===== config.mk =====
export PLATFORM = sky130hd
export DESIGN_NAME = approx_serial_subtractor
export DESIGN_NICKNAME = d
export VERILOG_FILES = /design/src/rtl/approx_serial_subtractor.sv
export SDC_FILE = /design/constraint.sdc
export NUM_CORES = 1
export LEC_CHECK = 0
export BUFFER_PORTS_ARGS = -buffer_cell sky130_fd_sc_hd__buf_2
export CORE_MARGIN = 2
export CORE_UTILIZATION = 40
export DETAILED_ROUTE_END_ITERATION = 7
export PLACE_DENSITY = 0.65
export REMOVE_ABC_BUFFERS = 1
export SLEW_MARGIN = 20
export SYNTH_ARGS = -nofsm -noshare
export SYNTH_HDL_FRONTEND = slang
export SYNTH_SLANG_ARGS = --single-unit

===== constraint.sdc =====
create_clock -name clk -period 1.6 [get_ports clk]
set_input_delay 0.08 -clock clk [delete_from_list [all_inputs] [get_ports clk]]
set_output_delay 0.08 -clock clk [all_outputs]
set_load 0.01 [all_outputs]

===== src/rtl/approx_serial_subtractor.sv =====
// Bit-serial approximate subtractor: Diff = A - B - Bin, LSB first, one bit per clock.
// Low APPROX_K cells drop the incoming borrow; optional error monitor under APPROX_SUB_ERR_MON_EN.
module approx_serial_subtractor #(
    parameter int unsigned N        = 8,
    parameter int unsigned APPROX_K = 4
) (
    input  logic         clk,
    input  logic         rst,
    input  logic         in_valid,
    output logic         in_ready,
    input  logic [N-1:0] A,
    input  logic [N-1:0] B,
    input  logic         Bin,
    output logic         out_valid,
    input  logic         out_ready,
    output logic [N-1:0] Diff,
    output logic         Bout
`ifdef APPROX_SUB_ERR_MON_EN
    ,
    output logic [N:0]   err_dist,
    output logic         err_flag
`endif
);

    localparam int unsigned CntW = (N > 1) ? $clog2(N) : 1;
    // Bit i uses the approximate cell when ApproxMask[i] is set.
    localparam logic [N-1:0] ApproxMask = ~({N{1'b1}} << APPROX_K);

    typedef enum logic [1:0] {StIdle, StRun, StDone} state_e;

    state_e          state_q, state_d;
    logic [N-1:0]    a_q, a_d;
    logic [N-1:0]    b_q, b_d;
    logic            borrow_q, borrow_d;
    logic [CntW-1:0] cnt_q, cnt_d;
    logic [N-1:0]    diff_q, diff_d;
    logic            bout_q, bout_d;

    logic cell_a, cell_b, cell_d, cell_gen, cell_prop, cell_borrow;

`ifdef APPROX_SUB_ERR_MON_EN
    logic [N-1:0] op_a_q, op_a_d;
    logic [N-1:0] op_b_q, op_b_d;
    logic         op_bin_q, op_bin_d;
    logic [N:0]   err_dist_q, err_dist_d;
    logic [N:0]   exact_full, approx_full, err_raw, err_abs;
`endif

    always_ff @(posedge clk or posedge rst) begin
        if (rst) begin
            state_q  <= StIdle;
            a_q      <= '0;
            b_q      <= '0;
            borrow_q <= 1'b0;
            cnt_q    <= '0;
            diff_q   <= '0;
            bout_q   <= 1'b0;
`ifdef APPROX_SUB_ERR_MON_EN
            op_a_q     <= '0;
            op_b_q     <= '0;
            op_bin_q   <= 1'b0;
            err_dist_q <= '0;
`endif
        end else begin
            state_q  <= state_d;
            a_q      <= a_d;
            b_q      <= b_d;
            borrow_q <= borrow_d;
            cnt_q    <= cnt_d;
            diff_q   <= diff_d;
            bout_q   <= bout_d;
`ifdef APPROX_SUB_ERR_MON_EN
            op_a_q     <= op_a_d;
            op_b_q     <= op_b_d;
            op_bin_q   <= op_bin_d;
            err_dist_q <= err_dist_d;
`endif
        end
    end

    // Single full-subtractor cell operating on the current LSBs.
    always_comb begin
        cell_a      = a_q[0];
        cell_b      = b_q[0];
        cell_d      = cell_a ^ cell_b ^ borrow_q;
        cell_gen    = ~cell_a & cell_b;
        cell_prop   = ~(cell_a ^ cell_b) & borrow_q;
        cell_borrow = ApproxMask[cnt_q] ? cell_gen : (cell_gen | cell_prop);
    end

`ifdef APPROX_SUB_ERR_MON_EN
    always_comb begin
        exact_full  = {1'b0, op_a_q} - {1'b0, op_b_q} - {{N{1'b0}}, op_bin_q};
        approx_full = {cell_borrow, cell_d, a_q[N-1:1]};
        err_raw     = approx_full - exact_full;
        err_abs     = err_raw[N] ? (~err_raw + (N+1)'(1)) : err_raw;
    end
`endif

    always_comb begin
        state_d  = state_q;
        a_d      = a_q;
        b_d      = b_q;
        borrow_d = borrow_q;
        cnt_d    = cnt_q;
        diff_d   = diff_q;
        bout_d   = bout_q;
`ifdef APPROX_SUB_ERR_MON_EN
        op_a_d     = op_a_q;
        op_b_d     = op_b_q;
        op_bin_d   = op_bin_q;
        err_dist_d = err_dist_q;
`endif
        unique case (state_q)
            StIdle: begin
                if (in_valid) begin
                    a_d      = A;
                    b_d      = B;
                    borrow_d = Bin;
                    cnt_d    = '0;
                    state_d  = StRun;
`ifdef APPROX_SUB_ERR_MON_EN
                    op_a_d   = A;
                    op_b_d   = B;
                    op_bin_d = Bin;
`endif
                end
            end
            StRun: begin
                // Result bits enter the minuend register from the top as its LSBs retire,
                // so after N shifts it holds the full difference.
                a_d      = {cell_d, a_q[N-1:1]};
                b_d      = {1'b0, b_q[N-1:1]};
                borrow_d = cell_borrow;
                cnt_d    = cnt_q + CntW'(1);
                if (cnt_q == CntW'(N - 1)) begin
                    diff_d  = {cell_d, a_q[N-1:1]};
                    bout_d  = cell_borrow;
                    state_d = StDone;
`ifdef APPROX_SUB_ERR_MON_EN
                    err_dist_d = err_abs;
`endif
                end
            end
            StDone: begin
                if (out_ready) begin
                    state_d = StIdle;
                end
            end
            default: state_d = StIdle;
        endcase
    end

    always_comb begin
        in_ready  = (state_q == StIdle);
        out_valid = (state_q == StDone);
        Diff      = diff_q;
        Bout      = bout_q;
`ifdef APPROX_SUB_ERR_MON_EN
        err_dist  = err_dist_q;
        err_flag  = |err_dist_q;
`endif
    end

endmodule

==> reports/metrics.csv <==
metric,value,unit
status,"complete, no violations",
worst setup slack after placement,0.128,ns
endpoints failing setup,0,
fraction of the mapped netlist area in compound gates,14.0,%
clock root buffer,sky130_fd_sc_hd__clkbuf_8,
power per cell area,1890,nW/um^2
HPWL after DPL,2.05,mm
Final GP Congestion,0.761,
number of inserted diodes,0,
Max Fanout on Critical Path,11,
Skew-Pair Late Insertion Delay,0.29,ns
final routed wire length divided by cell count,13.0,um
DR vias,1069,
Die Width,65.4,um
share of the yosys chip area belonging to registers,51.5,%
io pins,32,
crit path max-delay cell type,sky130_fd_sc_hd__dfrtp_1,
cell accounting for the most synthesized area,sky130_fd_sc_hd__dfrtp_1,
global-route wire length before repair,5.00,mm
clock buffer count from CTS,5,
setup repair after global routing missed its margin,false,
category of the worst setup path capture point,flop,
# nets final,195,
fillers,354,
Yosys top cell area share,51.5,%
fraction of final layout cells with drive strength greater than 1,32.4,%
min-delay worst type,in -> reg,
headroom to the max-slew limit,74.1,%
post-route setup slack,0.129,ns
crit-path max cell delay,0.39,ns
Worst Setup Start Kind,flop,
Total Wirelength,2.83,mm
placeable core region,3630,sq um
actual transition at the worst max-transition pin,0.389,ns
worst setup path category,reg -> reg,
clock buffer depth,2,
residual DRC count,0,
Row Count,22,
top cell family by delay on the critical path,adder cells,
yosys warns,0,
combinational family with the most area after synthesis,multiplexers,
number of distinct library cell variants in the gate-level netlist after synthesis,22,
crit path DAT,1.64,ns
Port Buffer Count,31,
vias in the first global route,1083,
Num Clock Sinks,31,
largest net degree at the start of global routing,32,
"most used cell, CP",sky130_fd_sc_hd__ha_1,
cell breakdown of the critical path,"ha_1, ha_1, nand3b_4, mux2_2",
timing-limited maximum frequency,680,MHz
starting density of the core,41.5,%
most frequent cells in the layout,"31 x sky130_fd_sc_hd__dfrtp_1, 31 x sky130_fd_sc_hd__buf_2, 19 x sky130_fd_sc_hd__o21ai_0",
Setup Skew,0.0113,ns
cell count after synthesis,130,
via density per instance,4.90,
adder and majority cell fraction of the synthesized area,3.82,%
average cell area after synthesis,11.6,sq um
antenna violations before repair,0,
CTS H-tree lvls,2,
"Buf+Inv Stages, Crit Path",0,
overall overflow remaining after global route,0,
clock slew at reported path FFs,0.07,ns
post-synthesis xor/xnor area fraction,0,%
"FFs w/ async S/R, synth",100,%
count of endpoints failing hold in the final timing report,0,
Post-synth top flop,sky130_fd_sc_hd__dfrtp_1,
area added between synthesis and finish,21.5,%
vertical die dimension,65.4,um
ANT nets after route,0,
final worst path period share,92.0,%
worst-case vdd ir drop,0.869,mV
share of cell area taken by muxes after synthesis,15.0,%
leakage power of the design,0.919,nW
largest cells by area after synthesis,"sky130_fd_sc_hd__dfrtp_1 51%, sky130_fd_sc_hd__mux2i_1 7.3%, sky130_fd_sc_hd__mux2_4 7.0%, sky130_fd_sc_hd__o21ai_0 6.3%, sky130_fd_sc_hd__nand2_1 3.7%",
total global routing track utilization,15.7,%
clock tree from TritonCTS,built,
final-layout setup total negative slack,0,ns
# Max-Cap Violations,0,
Worst EP required,1.77,ns
number of register bits inferred by synthesis,31,
number of iterations in the first detailed-routing pass,2,
simple-gate portion of the synthesized area,9.88,%
final count of pins violating max slew,0,
number of synthesized flops with an enable pin,0,
cell area after synthesis,1510,sq um
clock period minus worst slack,1.47,ns
violation count after the first detailed-routing iteration,64,
die outline area,4270,sq um
-- worst paths after layout --
kind | from | to | slack (ns) | cells after the start
worst max register to register | cnt_q[0] | Diff[6] | 0.13 | 4
worst max-delay path | cnt_q[0] | Diff[6] | 0.13 | 4
worst min-delay path | A[5] | a_q[5] | 0.09 | 3
worst min register to register | b_q[3] | b_q[3] | 0.48 | 2
min in group asynchronous | rst | Diff[5] | 0.41 | 4
max in group asynchronous | rst | Diff[6] | 0.89 | 4
-- tightest hold or removal path, stage by stage --
cell and delay, ns:
sky130_fd_sc_hd__buf_2 0.07, sky130_fd_sc_hd__a21oi_1 0.05, sky130_fd_sc_hd__o21ai_0 0.14
-- stage by stage --
step | hold slack, ns | util, % | cell area [sq um] | total power (W) | instances
final | 0.0890 | 50.4 | 1830 | 0.00345 | 218
after detailed placement | 0.179 | 47.4 | 1720 | 0.00287 | 209
after global routing | 0.0881 | 50.4 | 1830 | 0.00375 | 218
after CTS | 0.0809 | 50.4 | 1830 | 0.00351 | 218
after global placement | 0.174 | 47.4 | 1720 | 0.00280 | 209
after floorplan | 0.184 | - | 1440 | 0.00235 | 123
-- power by group --
group	internal, W	total (W)	leakage [nW]	switching (W)
Clock	0.000337	0.000623	0.0470	0.000286
Combinational	0.000761	0.00142	0.486	0.000656
Sequential	0.00115	0.00141	0.386	0.000264
Total	0.00225	0.00345	0.919	0.00121
-- registers in the layout, indices dropped and copies added, names as in the netlist --
| signal | cells |
|---|---|
| Bout | 1 |
| Diff | 8 |
| a_q | 8 |
| b_q | 8 |
| borrow_q | 1 |
| cnt_q | 3 |
| state_q | 2 |
-- final cells by class --
cell class | instances | area, sq um | area share (%)
clock buffer | 6 | 82.6 | 4.51
clock inverter | 1 | 5.00 | 0.273
inverter | 6 | 22.5 | 1.23
multi-input combinational | 86 | 644 | 35.2
sequential | 31 | 776 | 42.4
tap | 48 | 60.1 | 3.28
timing repair buffer | 40 | 240 | 13.1
-- logic make-up after synthesis --
group           Yosys count
compound gates           35
simple gates             28
flops                    31
mux                      19
buf+inv                  13
fa+ha+maj                 4
-- repair_timing --
item | CTS | global route
gates resized for setup | 0 | 0
setup buffers | 0 | 0
hold buffers | 2 | 0
hold endpoints to repair | 32 | 0
-- metal layers --
layer	track usage, %	vias to the layer above	wire [um]
li1	-	526	-
met1	18.7	514	1240
met2	26.0	24	1390
met3	4.79	5	153
met4	7.03	0	46
met5	0	-	0
-- cells in the mapped netlist, types with 2 or more instances --
| cell | number |
|---|---|
| sky130_fd_sc_hd__a22oi_1 | 4 |
| sky130_fd_sc_hd__mux2i_1 | 11 |
| sky130_fd_sc_hd__buf_6 | 3 |
| sky130_fd_sc_hd__mux2_4 | 7 |
| sky130_fd_sc_hd__dfrtp_1 | 31 |
| sky130_fd_sc_hd__ha_1 | 3 |
| sky130_fd_sc_hd__a22o_1 | 2 |
| sky130_fd_sc_hd__nor2_1 | 2 |
| sky130_fd_sc_hd__buf_4 | 4 |
| sky130_fd_sc_hd__inv_1 | 6 |
| sky130_fd_sc_hd__o21ai_0 | 19 |
| sky130_fd_sc_hd__and2b_1 | 2 |
| sky130_fd_sc_hd__nor2b_1 | 6 |
| sky130_fd_sc_hd__nand2b_1 | 2 |
| sky130_fd_sc_hd__a21oi_1 | 7 |
| sky130_fd_sc_hd__nand2_1 | 15 |
No activity file was read; power rests on OpenSTA's default activity.
